--- src/rtl/mem_stage_pkg.sv ---
// Shared pipeline records, memory-op encodings and FSM state type for the
// memory stage and its lane-alignment helper.
package riscv_structures;

  // Execute -> memory pipeline record
  typedef struct packed {
    logic        valid;
    logic [31:0] alu_result;
    logic [31:0] store_data;
    logic [4:0]  rd;
    logic        reg_write;
    logic        mem_read;
    logic        mem_write;
    logic [2:0]  funct3;
    logic        is_final;
    logic        instr_done;
  } ex_to_mem_s;

  // Memory -> write-back pipeline record
  typedef struct packed {
    logic [4:0]  rd;
    logic        reg_write;
    logic [31:0] data;
    logic        is_final;
    logic        instr_done;
  } mem_to_wb_s;

  // Load/store width encodings carried in funct3
  localparam logic [2:0] F3_LB  = 3'b000;
  localparam logic [2:0] F3_LH  = 3'b001;
  localparam logic [2:0] F3_LW  = 3'b010;
  localparam logic [2:0] F3_LBU = 3'b100;
  localparam logic [2:0] F3_LHU = 3'b101;

  // Size field (funct3[1:0]) shared by loads and stores
  localparam logic [1:0] SZ_BYTE = 2'b00;
  localparam logic [1:0] SZ_HALF = 2'b01;

  typedef enum logic [0:0] {
    ST_IDLE     = 1'b0,
    ST_WAIT_ACK = 1'b1
  } mem_state_e;

endpackage

--- src/rtl/mem_stage_lsu_align.sv ---
// Purely combinational byte-lane logic: store enables/data plus the
// misalignment flag on the request side, and load extraction/extension on
// the response side. The two halves use independent offset/funct3 inputs
// because the response is formatted from the registered request.
module lsu_align
  import riscv_structures::*;
#(
  parameter int XLEN   = 32,
  parameter int NBYTES = 4
) (
  input  logic [1:0]        addr_offset,
  input  logic [2:0]        funct3,
  input  logic [XLEN-1:0]   store_data,
  output logic [NBYTES-1:0] be,
  output logic [XLEN-1:0]   wdata,
  output logic              misalign,
  input  logic [1:0]        ld_offset,
  input  logic [2:0]        ld_funct3,
  input  logic [XLEN-1:0]   rdata,
  output logic [XLEN-1:0]   load_data
);

  logic [XLEN-1:0] rdata_shifted;
  logic [7:0]      ld_byte;
  logic [15:0]     ld_half;

  // Store lanes and alignment; unknown sizes behave as full-word accesses
  always_comb begin
    be       = '1;
    wdata    = store_data;
    misalign = 1'b0;
    case (funct3[1:0])
      SZ_BYTE: begin
        be    = NBYTES'(1) << addr_offset;
        wdata = {NBYTES{store_data[7:0]}};
      end
      SZ_HALF: begin
        be       = addr_offset[1] ? 4'b1100 : 4'b0011;
        wdata    = {(NBYTES/2){store_data[15:0]}};
        misalign = addr_offset[0];
      end
      default: begin
        be       = '1;
        misalign = |addr_offset;
      end
    endcase
  end

  // Load extraction: pick the addressed lane, then sign/zero extend
  always_comb begin
    rdata_shifted = rdata >> {ld_offset, 3'b000};
    ld_byte       = rdata_shifted[7:0];
    ld_half       = ld_offset[1] ? rdata[31:16] : rdata[15:0];
    case (ld_funct3)
      F3_LB:   load_data = {{(XLEN-8){ld_byte[7]}}, ld_byte};
      F3_LH:   load_data = {{(XLEN-16){ld_half[15]}}, ld_half};
      F3_LBU:  load_data = {{(XLEN-8){1'b0}}, ld_byte};
      F3_LHU:  load_data = {{(XLEN-16){1'b0}}, ld_half};
      F3_LW:   load_data = rdata;
      default: load_data = rdata;
    endcase
  end

endmodule

--- src/rtl/mem_stage.sv ---
// Memory stage: passes ALU results through in one cycle, runs loads/stores
// over a req/ack data port (holding the request stable until acked) and
// stalls upstream while an access is outstanding.
module mem_stage
  import riscv_structures::*;
#(
  parameter int XLEN   = 32,
  parameter int NBYTES = 4
) (
  input  logic              clk,
  input  logic              rst,
  input  ex_to_mem_s        ex_to_mem,
  output logic              mem_ready,
  output logic              dmem_req,
  output logic              dmem_we,
  output logic [XLEN-1:0]   dmem_addr,
  output logic [NBYTES-1:0] dmem_be,
  output logic [XLEN-1:0]   dmem_wdata,
  input  logic              dmem_ack,
  input  logic [XLEN-1:0]   dmem_rdata,
  output mem_to_wb_s        mem_to_wb,
  output logic              misalign_fault
);

  mem_state_e        state_q, state_d;
  logic              req_q, req_d;
  logic              we_q, we_d;
  logic [XLEN-1:0]   addr_q, addr_d;
  logic [NBYTES-1:0] be_q, be_d;
  logic [XLEN-1:0]   wdata_q, wdata_d;
  logic [1:0]        offset_q, offset_d;
  logic [2:0]        funct3_q, funct3_d;
  logic [4:0]        rd_q, rd_d;
  logic              reg_write_q, reg_write_d;
  logic              is_final_q, is_final_d;
  logic              instr_done_q, instr_done_d;
  mem_to_wb_s        wb_q, wb_d;
  logic              fault_q, fault_d;

  logic              accept;
  logic              is_mem;
  logic [NBYTES-1:0] lane_be;
  logic [XLEN-1:0]   lane_wdata;
  logic              lane_misalign;
  logic [XLEN-1:0]   load_data;

  assign mem_ready = (state_q == ST_IDLE);
  assign accept    = ex_to_mem.valid && mem_ready;
  assign is_mem    = ex_to_mem.mem_read || ex_to_mem.mem_write;

  lsu_align #(
    .XLEN   (XLEN),
    .NBYTES (NBYTES)
  ) u_align (
    .addr_offset (ex_to_mem.alu_result[1:0]),
    .funct3      (ex_to_mem.funct3),
    .store_data  (ex_to_mem.store_data),
    .be          (lane_be),
    .wdata       (lane_wdata),
    .misalign    (lane_misalign),
    .ld_offset   (offset_q),
    .ld_funct3   (funct3_q),
    .rdata       (dmem_rdata),
    .load_data   (load_data)
  );

  // Next-state: accept/issue in IDLE, hold the request until ack in WAIT_ACK
  always_comb begin
    state_d      = state_q;
    req_d        = req_q;
    we_d         = we_q;
    addr_d       = addr_q;
    be_d         = be_q;
    wdata_d      = wdata_q;
    offset_d     = offset_q;
    funct3_d     = funct3_q;
    rd_d         = rd_q;
    reg_write_d  = reg_write_q;
    is_final_d   = is_final_q;
    instr_done_d = instr_done_q;
    wb_d         = '0;
    fault_d      = 1'b0;
    case (state_q)
      ST_IDLE: begin
        if (accept) begin
          if (!is_mem) begin
            wb_d.rd         = ex_to_mem.rd;
            wb_d.reg_write  = ex_to_mem.reg_write;
            wb_d.data       = ex_to_mem.alu_result;
            wb_d.is_final   = ex_to_mem.is_final;
            wb_d.instr_done = ex_to_mem.instr_done;
          end else if (lane_misalign) begin
            // Retire the instruction without touching memory or the RF
            fault_d         = 1'b1;
            wb_d.rd         = ex_to_mem.rd;
            wb_d.is_final   = ex_to_mem.is_final;
            wb_d.instr_done = ex_to_mem.instr_done;
          end else begin
            state_d      = ST_WAIT_ACK;
            req_d        = 1'b1;
            // A op flagged both read and write is executed as a store
            we_d         = ex_to_mem.mem_write;
            addr_d       = {ex_to_mem.alu_result[XLEN-1:2], 2'b00};
            be_d         = lane_be;
            wdata_d      = lane_wdata;
            offset_d     = ex_to_mem.alu_result[1:0];
            funct3_d     = ex_to_mem.funct3;
            rd_d         = ex_to_mem.rd;
            reg_write_d  = ex_to_mem.reg_write && !ex_to_mem.mem_write;
            is_final_d   = ex_to_mem.is_final;
            instr_done_d = ex_to_mem.instr_done;
          end
        end
      end
      ST_WAIT_ACK: begin
        if (dmem_ack) begin
          state_d         = ST_IDLE;
          req_d           = 1'b0;
          wb_d.rd         = rd_q;
          wb_d.reg_write  = reg_write_q;
          wb_d.data       = we_q ? '0 : load_data;
          wb_d.is_final   = is_final_q;
          wb_d.instr_done = instr_done_q;
        end
      end
      default: state_d = ST_IDLE;
    endcase
  end

  // State and output registers; reset abandons any outstanding request
  always_ff @(posedge clk) begin
    if (rst) begin
      state_q      <= ST_IDLE;
      req_q        <= 1'b0;
      we_q         <= 1'b0;
      addr_q       <= '0;
      be_q         <= '0;
      wdata_q      <= '0;
      offset_q     <= '0;
      funct3_q     <= '0;
      rd_q         <= '0;
      reg_write_q  <= 1'b0;
      is_final_q   <= 1'b0;
      instr_done_q <= 1'b0;
      wb_q         <= '0;
      fault_q      <= 1'b0;
    end else begin
      state_q      <= state_d;
      req_q        <= req_d;
      we_q         <= we_d;
      addr_q       <= addr_d;
      be_q         <= be_d;
      wdata_q      <= wdata_d;
      offset_q     <= offset_d;
      funct3_q     <= funct3_d;
      rd_q         <= rd_d;
      reg_write_q  <= reg_write_d;
      is_final_q   <= is_final_d;
      instr_done_q <= instr_done_d;
      wb_q         <= wb_d;
      fault_q      <= fault_d;
    end
  end

  assign dmem_req       = req_q;
  assign dmem_we        = we_q;
  assign dmem_addr      = addr_q;
  assign dmem_be        = be_q;
  assign dmem_wdata     = wdata_q;
  assign mem_to_wb      = wb_q;
  assign misalign_fault = fault_q;

endmodule

--- config.mk ---
export PLATFORM = sky130hd
export DESIGN_NAME = mem_stage
export DESIGN_NICKNAME = d
export VERILOG_FILES = /design/src/rtl/mem_stage_pkg.sv /design/src/rtl/mem_stage_lsu_align.sv /design/src/rtl/mem_stage.sv
export SDC_FILE = /design/constraint.sdc
export NUM_CORES = 1
export LEC_CHECK = 0
export ABC_AREA = 1
export ABC_CLOCK_PERIOD_IN_PS = 4100
export CAP_MARGIN = 30
export CORE_MARGIN = 4
export CORE_UTILIZATION = 25
export CTS_CLUSTER_DIAMETER = 200
export DETAILED_ROUTE_END_ITERATION = 7
export DONT_BUFFER_PORTS = 1
export PLACE_DENSITY = 0.42
export SETUP_SLACK_MARGIN = 0.1
export SYNTH_ARGS = -nofsm -noshare
export SYNTH_HDL_FRONTEND = slang
export SYNTH_HIERARCHICAL = 1
export SYNTH_SLANG_ARGS = --single-unit
--- constraint.sdc ---
create_clock -name clk -period 4.1 [get_ports clk]
set_input_delay 0.82 -clock clk [delete_from_list [all_inputs] [get_ports clk]]
set_output_delay 0.82 -clock clk [all_outputs]
set_load 0.03 [all_outputs]
==> results of run 1 <==
how the worst max path moves through the flow:
stage / endpoint / depth (start not counted)
global route: dmem_wdata[16]$_SDFFE_PP0P_ / 9
CTS: dmem_wdata[5]$_SDFFE_PP0P_ / 9
finish: dmem_wdata[26]$_SDFFE_PP0P_ / 9
detailed placement: dmem_wdata[18]$_SDFFE_PP0P_ / 9
floorplan: dmem_addr[10]$_SDFFE_PP0P_ / 8
global placement: dmem_wdata[18]$_SDFFE_PP0P_ / 9
routing by layer:
metal	GRT usage (%)	routed length, um	vias to the layer above
met2	24.4	9760	200
met5	0	0	-
met1	19.1	9390	2565
met4	3.59	222	0
met3	7.46	2310	10
li1	-	-	2830
state kept, by name (all words and copies together), names as in the netlist:
name            count
dmem_be             4
dmem_addr          30
is_final_q          1
rd_q                5
dmem_wdata         32
mem_to_wb          40
offset_q            2
funct3_q            3
dmem_req            1
reg_write_q         1
state_q             1
dmem_we             1
instr_done_q        1
misalign_fault      1
logic make-up (layout without fill, tap and decap cells):
kind of cell / count (synthesis) / in the layout / synth area share [%]
AO/OA/AOI/OAI: 66 / 66 / 5.76
AND/OR/NAND/NOR: 625 / 625 / 45.0
buffers and inverters: 116 / 86 / 9.59
flip-flops: 123 / 123 / 39.6
other: 1 / 2 / 0.0604
through the flow:
stage / utilization, % / std cells
4_1_cts: 28.0 / 1226
3_5_place_dp: 25.8 / 1196
3_3_place_gp: 25.8 / 1196
2_1_floorplan: - / 932
6_report: 28.0 / 1226
5_1_grt: 28.0 / 1226
cell usage in the layout (no fill, tap or decap):
cell type   instances
inv_6               2
nor4_1              1
o21ai_0            12
inv_4               1
a22oi_1             7
dfxtp_1           123
conb_1              2
nand3b_1           70
nand3_2             4
nor2_4              3
or2_2               4
clkbuf_1            2
nor2_2              4
nand2_4             2
or2_0               3
nand3_1            51
clkinv_4            3
nand3_4             1
clkbuf_16          17
clkinv_2            4
nor3_4              1
nand2_2             3
nor2_1            173
o211ai_1            4
and2_4              1
a21oi_1            43
inv_2               3
buf_4               8
nand2_1           304
clkinvlp_4          2
inv_1              43
bufinv_16           1
cell type report:
type	instances	area [um^2]
fillers	2776	17600
multi-input cells	693	3170
flip-flops and latches	123	2460
clock buffers	19	433
well taps	324	405
inverters	48	188
clock inverters	11	100
repair buffers	8	60.1
worst max-delay path, delay by kind of cell:
kind	cells	cell delay (ns)
AO/OA/AOI/OAI	1	0.11
AND/OR/NAND/NOR	4	0.48
buffers and inverters	4	1.38
power groups by stage:
stage | Clock, uW | Combinational (uW) | Sequential (uW)
3_5_place_dp | 0 | 419 | 1490
4_1_cts | 1440 | 420 | 1470
3_3_place_gp | 0 | 418 | 1490
5_1_grt | 1500 | 480 | 1470
6_report | 1390 | 414 | 1460
2_1_floorplan | 0 | 376 | 1460
==> reports/qor.yml, run 1 <==
status:
  status: "complete, no violations"
critical_path:
  cpPeakStageDelay_ns: 0.53
  crit_start: "ex_to_mem[3]"
  worst_r2r_endpoint: "dmem_wdata[26]$_SDFFE_PP0P_"
  path_cells: "nor2_1 > buf_4 > a21oi_1 > inv_1 > nand3_4 > inv_2 > buf_4 > nor2_1 > nor2_1"
  cp-end-kind: "flip-flop"
  r2r_cells: 6
  crit_required_ns: 4.44
  r2r-start: "state_q$_SDFF_PP0_"
  slowest_stage: "inv_2"
  arrival_ns: 2.83
  crit_path_frequent_cell: "nor2_1"
  regToRegSetupSlack_ns: 2.07
  crit_type: "input port to flip-flop"
  startpoint_type: "input port"
  cp_max_fo: 40
power:
  comb_power_share_pct: 12.7
  vdd_drop_max_mv: 0.147
  pwr-share-clk_pct: 42.6
  p_int_uw: 2240
  power.switching_uw: 1030
  p_leak_uw: 0.00294
  powerDensity_nw_per_um2: 479
  seqPwrFrac_pct: 44.8
  switching_share_pct: 31.4
  total_power_uw: 3270
hold_path:
  hold_depth: 2
  hp-class: "flip-flop to flip-flop"
  min_to: "mem_to_wb[35]$_SDFF_PP0_"
  worstHoldStart: "rd_q[0]$_SDFFE_PP0P_"
sta:
  fin_ws_ns: 1.61
  relSlewSlack_pct: 39.0
  finalCritPeriodShare_pct: 60.8
  setup_viol: 0
  final_hold_viol_count: 0
  finClkSkew_ns: 0.0145
  maxSlewViolCount: 0
  holdWs_ns: 0.461
  fmax_mhz: 401
  rsz0062_at_grt: "no"
  tightest_slew_ns: 0.913
  setup-tns-final_ns: 0
  period_minus_slack_ns: 2.49
die:
  rows: 57
  initial_core_util_pct: 25.5
  num_io_pins: 225
  die_y_um: 166
  die_w_um: 166
  design.die.area_um2: 27400
  coreArea_um2: 24400
synth:
  yosysWarnings: 6
  synth_top_area_share_pct: 39.6
  ys_seq_area_share_pct: 39.6
  avgSynthCellArea_um2: 6.67
  synthesis.instances: 931
  synth_largest_area_cell: "dfxtp_1"
  syn_area_um2: 6210
  yosys-top-cells-count: "nand2_1 (304), nor2_1 (173), dfxtp_1 (123)"
  synth_edf_count: 0
  post_synth_main_area_contributors: "dfxtp_1 (40%), nand2_1 (18%), nor2_1 (10%), nand3b_1 (8.5%), nand3_1 (4.1%)"
  synth_most_common_cell: "nand2_1"
  ys.flop_type: "dfxtp_1"
  yosys.cell_types.count: 30
  synth_seq_cells: 123
  async_flop_share_pct: 0
placed_design:
  dpl-instance-area_um2: 6280
  dp_hpwl_um: 15700
  globalplace.congestion: 0.798
  dp_slack_ns: 1.12
  numPortBuffers: 0
clocking:
  tritoncts: "done"
  clkSlewWorstSetupHoldPaths_ns: 0.06
  cts_hold_buf: 0
  cts_buffers: 17
  post-cts-setup-buffers: 0
  cts_root_buffer: "clkbuf_16"
  clock_latency_ns: 0.41
  clock_path_buffers: 2
  cts_resized: 0
  htreeDepth: 4
  clock-sinks: 123
flow_run:
  maxCapViolations: 0
drt:
  drcViolationCount: 0
  viasPerCell: 4.57
  drt-initial-drc-count: 419
  wl_per_cell_um: 17.7
  vias: 5605
  first_pass_iters: 5
  routed_wl_um: 21700
  ant_nets: 0
grt:
  grt_pass1_wl_um: 33900
  antenna_found_initial: 0
  grt_overflow: 0
  grt_start_max_net_pins: 80
  grt.total_usage_pct: 15.4
  grt_pass1_vias: 5629
layout:
  nets: 1004
  area_growth_pct: 9.73
  layout-drive-gt1-share_pct: 7.10
  finalInstanceArea_um2: 6820
  diodes: 0
Note: power is estimated with default switching activity, not from simulation.
==> run 2: changes to the inputs <==
Settings changed: ABC_CLOCK_PERIOD_IN_PS 4100 to 2190, PLACE_DENSITY 0.42 to 0.44.
Clock period 4.1 ns to 2.19 ns, I/O delays scaled along.
==> run 2 against run 1 <==
Critical endpoint is now mem_to_wb[2]$_SDFF_PP0_. Non-clock buffer count rose by 8. Design area rose by 2.5%. Critical path depth did not move. Worst setup slack got worse by 1.1 ns. Hold slack got worse by 0.37 ns. Largest power group is now clock. Count of clock-buffer cells in the layout rose by 1. Power rose by 93%. Clock power rose by 97%. Core utilization rose by 0.71 points.
==> reports/qor.yml, run 2 (same netlist as run 1, synthesis figures left out) <==
drt:
  viasPerCell: 4.56
  drt-initial-drc-count: 269
  top_layer: "met4"
  first_pass_iters: 4
  wl_met1_um: 9540
  vias: 5634
  wl_met3_um: 2110
  wl_met2_um: 9870
  ant_nets: 0
  wl_per_cell_um: 17.5
  drcViolationCount: 0
  routed_wl_um: 21700
sta:
  period_minus_slack_ns: 1.68
  finClkSkew_ns: 0.00957
  fmax_mhz: 595
  final_hold_viol_count: 0
  rsz0062_at_grt: "no"
  setup-tns-final_ns: 0
  finalCritPeriodShare_pct: 76.8
  setup_viol: 0
  maxSlewViolCount: 0
clocking:
  clock_latency_ns: 0.41
  clock-sinks: 123
  clock_path_buffers: 2
  htreeDepth: 4
  post-cts-setup-buffers: 0
  cts_root_buffer: "clkbuf_16"
  cts_hold_buf: 0
  cts_buffers: 17
  clkSlewWorstSetupHoldPaths_ns: 0.06
  cts_resized: 0
  tritoncts: "done"
layout:
  layout-drive-gt1-share_pct: 8.22
  final_cells: 1236
  layout_common_cells: "nand2_1 (304), nor2_1 (173), dfxtp_1 (123)"
  largest_reg_flops: 40
  area_growth_pct: 12.5
  final_common_cell: "nand2_1"
  nets: 1012
  diodes: 0
critical_path:
  regToRegSetupSlack_ns: 0.51
  startpoint_type: "flip-flop"
  crit_required_ns: 2.48
  crit_type: "flip-flop to flip-flop"
  cp_max_fo: 11
  arrival_ns: 1.97
  cp-end-kind: "flip-flop"
die:
  num_io_pins: 225
  coreArea_um2: 24400
  die_w_um: 166
  die_y_um: 166
  design.die.area_um2: 27400
  initial_core_util_pct: 25.5
  rows: 57
power:
  vdd_drop_max_mv: 0.371
  powerDensity_nw_per_um2: 900
  p_leak_uw: 0.00302
grt:
  grt_start_max_net_pins: 80
  grt.total_usage_pct: 15.5
  grt_overflow: 0
  grt_pass1_wl_um: 33700
  grt_pass1_vias: 5575
  antenna_found_initial: 0
hold_path:
  hp-class: "input port to flip-flop"
placed_design:
  dp_hpwl_um: 15800
  numPortBuffers: 0
  globalplace.congestion: 0.830
  dp_cells: 1204
flow_run:
  maxCapViolations: 0
status:
  status: "complete, no violations"
## run 2: cell types whose count changed in the layout (fill, tap and decap cells not counted)
cell,previous run,this run
inv_6,2,4
clkbuf_1,2,1
buf_12,0,6
clkinv_2,4,2
clkinvlp_4,2,4
buf_4,8,10
clkinv_4,3,2
clkbuf_8,0,2
## run 2: layer usage
metal	global-route usage, %	vias up
met1	19.6	2598
met2	24.4	179
met5	0	-
met4	3.77	0
li1	-	2848
met3	7.01	9
## run 2: layout make-up
cell class                      count  area [um^2]
Clock inverter                     12          114
Inverter                           48          188
Multi-Input combinational cell    693         3170
Clock buffer                       20          457
Fill cell                        2787        17400
Sequential cell                   123         2460
Tap cell                          324          405
Timing Repair Buffer               16          195
## run 2: where the power goes
group          total [uW]  switching, uW  internal (uW)  leakage, uW
clock network        2740           1110           1630     0.000269
logic                 819            522            297      0.00174
registers            2730            349           2380      0.00101
## run 2: worst max-delay path: stages, from the launching register on
cell     delay, ns
dfxtp_1       0.62
inv_1         0.13
nor2_2        0.29
nand3_1       0.11
nand2_1       0.08
nand2_1       0.05
nand2_1       0.05
inv_1         0.04
nand2_1       0.09
a21oi_1       0.10
## run 2: worst paths after layout
kind,cells after the start,from,end
worst max-delay path,9,offset_q[0]$_SDFFE_PP0P_,mem_to_wb[2]$_SDFF_PP0_
worst min-delay path,1,rst,mem_to_wb[38]$_SDFF_PP0_
worst max register to register,9,offset_q[0]$_SDFFE_PP0P_,mem_to_wb[2]$_SDFF_PP0_
worst min register to register,2,rd_q[1]$_SDFFE_PP0P_,mem_to_wb[36]$_SDFF_PP0_
## run 2: metrics by stage
| stage | instance area (um^2) | total power, uW | utilization, % | hold WS [ns] | setup slack [ns] |
|---|---|---|---|---|---|
| after floorplan | 6220 | 3440 | - | 0.440 | 0.508 |
| after global placement | 6420 | 3610 | 26.3 | 0.446 | 0.385 |
| after detailed placement | 6420 | 3610 | 26.3 | 0.448 | 0.359 |
| after CTS | 6990 | 6420 | 28.7 | 0.0616 | 0.471 |
| after global routing | 6990 | 6650 | 28.7 | 0.0656 | 0.257 |
| final | 6990 | 6290 | 28.7 | 0.0941 | 0.509 |
==> run 3: changes to the inputs <==
Settings changed: ABC_CLOCK_PERIOD_IN_PS 2190 to 1550, PLACE_DENSITY 0.44 to 0.42.
Clock period 2.19 ns to 1.55 ns, I/O delays scaled along.
==> run 3 against run 2 <==
First-iteration DRC count increased by 20%. Critical path depth is 1 lower. Count of clock-buffer cells in the layout unchanged. Sequential power is 41% higher. Global-route usage is 0.14 points higher. Critical endpoint is now mem_to_wb[13]$_SDFF_PP0_. Sequential cell count is the same. Cell count is 1.7% higher. Register-to-register slack got worse by 0.34 ns. Power grew 54%. Largest cell class unchanged.
==> reports/qor.yml, run 3 (same netlist as run 1, synthesis figures left out) <==
status:
  status: "complete, no violations"
grt:
  grt_overflow: 0
  grtUsageMet3_pct: 7.51
  grt.total_usage_pct: 15.7
  grt_pass1_vias: 5692
  grt_start_max_net_pins: 58
  top_usage_layer: "met2"
  grt_pass1_wl_um: 34100
  grt_util_met2_pct: 24.7
  antenna_found_initial: 0
  met1_usage_pct: 19.6
sta:
  setup-tns-final_ns: 0
  finalCritPeriodShare_pct: 89.1
  holdWs_ns: 0.0301
  rsz0062_at_grt: "yes"
  period_minus_slack_ns: 1.38
  maxSlewViolCount: 0
  setup_viol: 0
  fin_ws_ns: 0.169
  final_hold_viol_count: 0
  finClkSkew_ns: 0.0114
  fmax_mhz: 724
placed_design:
  numPortBuffers: 0
  dp_hpwl_um: 16100
  globalplace.congestion: 0.834
  dp_slack_ns: 0.0738
  dpl-instance-area_um2: 6620
critical_path:
  cp_max_fo: 9
  startpoint_type: "flip-flop"
  cp-end-kind: "flip-flop"
  arrival_ns: 1.67
  crit_type: "flip-flop to flip-flop"
  crit_required_ns: 1.84
drt:
  vias: 5718
  drcViolationCount: 0
  drt-initial-drc-count: 323
  wl_per_cell_um: 17.4
  viasPerCell: 4.55
  first_pass_iters: 5
  routed_wl_um: 21900
  ant_nets: 0
layout:
  largest_reg_flops: 40
  final_common_cell: "nand2_1"
  nets: 1033
  area_growth_pct: 18.5
  finalInstanceArea_um2: 7360
  diodes: 0
  layout-drive-gt1-share_pct: 11.3
  layout_common_cells: "nand2_1 (303), nor2_1 (173), dfxtp_1 (120)"
power:
  vdd_drop_max_mv: 0.660
  p_int_uw: 6870
  seqPwrFrac_pct: 39.6
  comb_power_share_pct: 13.3
  powerDensity_nw_per_um2: 1320
  power.switching_uw: 2830
  pwr-share-clk_pct: 47.0
  switching_share_pct: 29.2
  p_leak_uw: 0.00320
  total_power_uw: 9690
die:
  num_io_pins: 225
  design.die.area_um2: 27400
  rows: 57
  die_y_um: 166
  initial_core_util_pct: 25.5
  die_w_um: 166
  coreArea_um2: 24400
clocking:
  clock_latency_ns: 0.42
  tritoncts: "done"
  htreeDepth: 4
  clock_path_buffers: 2
  post-cts-setup-buffers: 0
  clkSlewWorstSetupHoldPaths_ns: 0.06
  clock-sinks: 123
  cts_buffers: 17
  cts_root_buffer: "clkbuf_16"
hold_path:
  hp-class: "input port to flip-flop"
flow_run:
  maxCapViolations: 0
run 3: cell count changes in the layout (fill, tap and decap cells not counted), sizes merged:
cell	previous run	this run
bufinv	1	5
nand2	309	310
inv	51	50
buf	16	36
clkinvlp	4	1
run 3: metrics by stage:
stage | instances | utilization [%]
final | 1257 | 30.2
after global routing | 1257 | 30.2
after CTS | 1256 | 30.0
after detailed placement | 1223 | 27.1
after global placement | 1223 | 27.1
after floorplan | 932 | -
run 3: critical path: stages (launching register included):
cell and delay (ns):
dfxtp_4 0.37, buf_4 0.16, buf_4 0.16, nand2_1 0.08, nand2_1 0.05, a22oi_1 0.20
nand2_1 0.09, nand2_1 0.09, a21oi_1 0.06
run 3: power groups by stage:
stage / clock (uW) / combinational (uW) / sequential (uW)
after detailed placement: 0 / 1260 / 3920
final: 4560 / 1290 / 3840
after global placement: 0 / 1260 / 3920
after CTS: 4690 / 1290 / 3850
after global routing: 4840 / 1480 / 3870
after floorplan: 0 / 997 / 3860
run 3: worst paths after layout:
path / from / to / slack (ns) / cells after the start
max: offset_q[1]$_SDFFE_PP0P_ / mem_to_wb[13]$_SDFF_PP0_ / 0.17 / 8
max reg2reg: offset_q[1]$_SDFFE_PP0P_ / mem_to_wb[13]$_SDFF_PP0_ / 0.17 / 8
min: ex_to_mem[8] / rd_q[0]$_SDFFE_PP0P_ / 0.03 / 2
min reg2reg: reg_write_q$_SDFFE_PP0P_ / reg_write_q$_SDFFE_PP0P_ / 0.47 / 2
run 3: layout make-up:
cell class / instances / area, um^2
Timing Repair Buffer: 36 / 408
Clock buffer: 20 / 467
Sequential cell: 123 / 2470
Inverter: 48 / 193
Tap cell: 324 / 405
Multi-Input combinational cell: 694 / 3210
Fill cell: 2735 / 17000
Clock inverter: 12 / 210
run 3: repair_timing:
item                                   4_1_cts  5_1_grt
setup endpoints to repair                    1       32
hold buffers                                 1        0
gates cloned                                 0        1
gates resized for setup                      1       12
pin swaps                                    0        3
endpoints found under the hold margin       44        0
run 3: metal layers:
layer  vias up  routed length (um)  share of wire [%]
met5         -                   0                  0
met4         0                 209               0.96
met3        11                2240                 10
met2       196                9940                 45
met1      2618                9470                 43
li1       2893                   -                  -
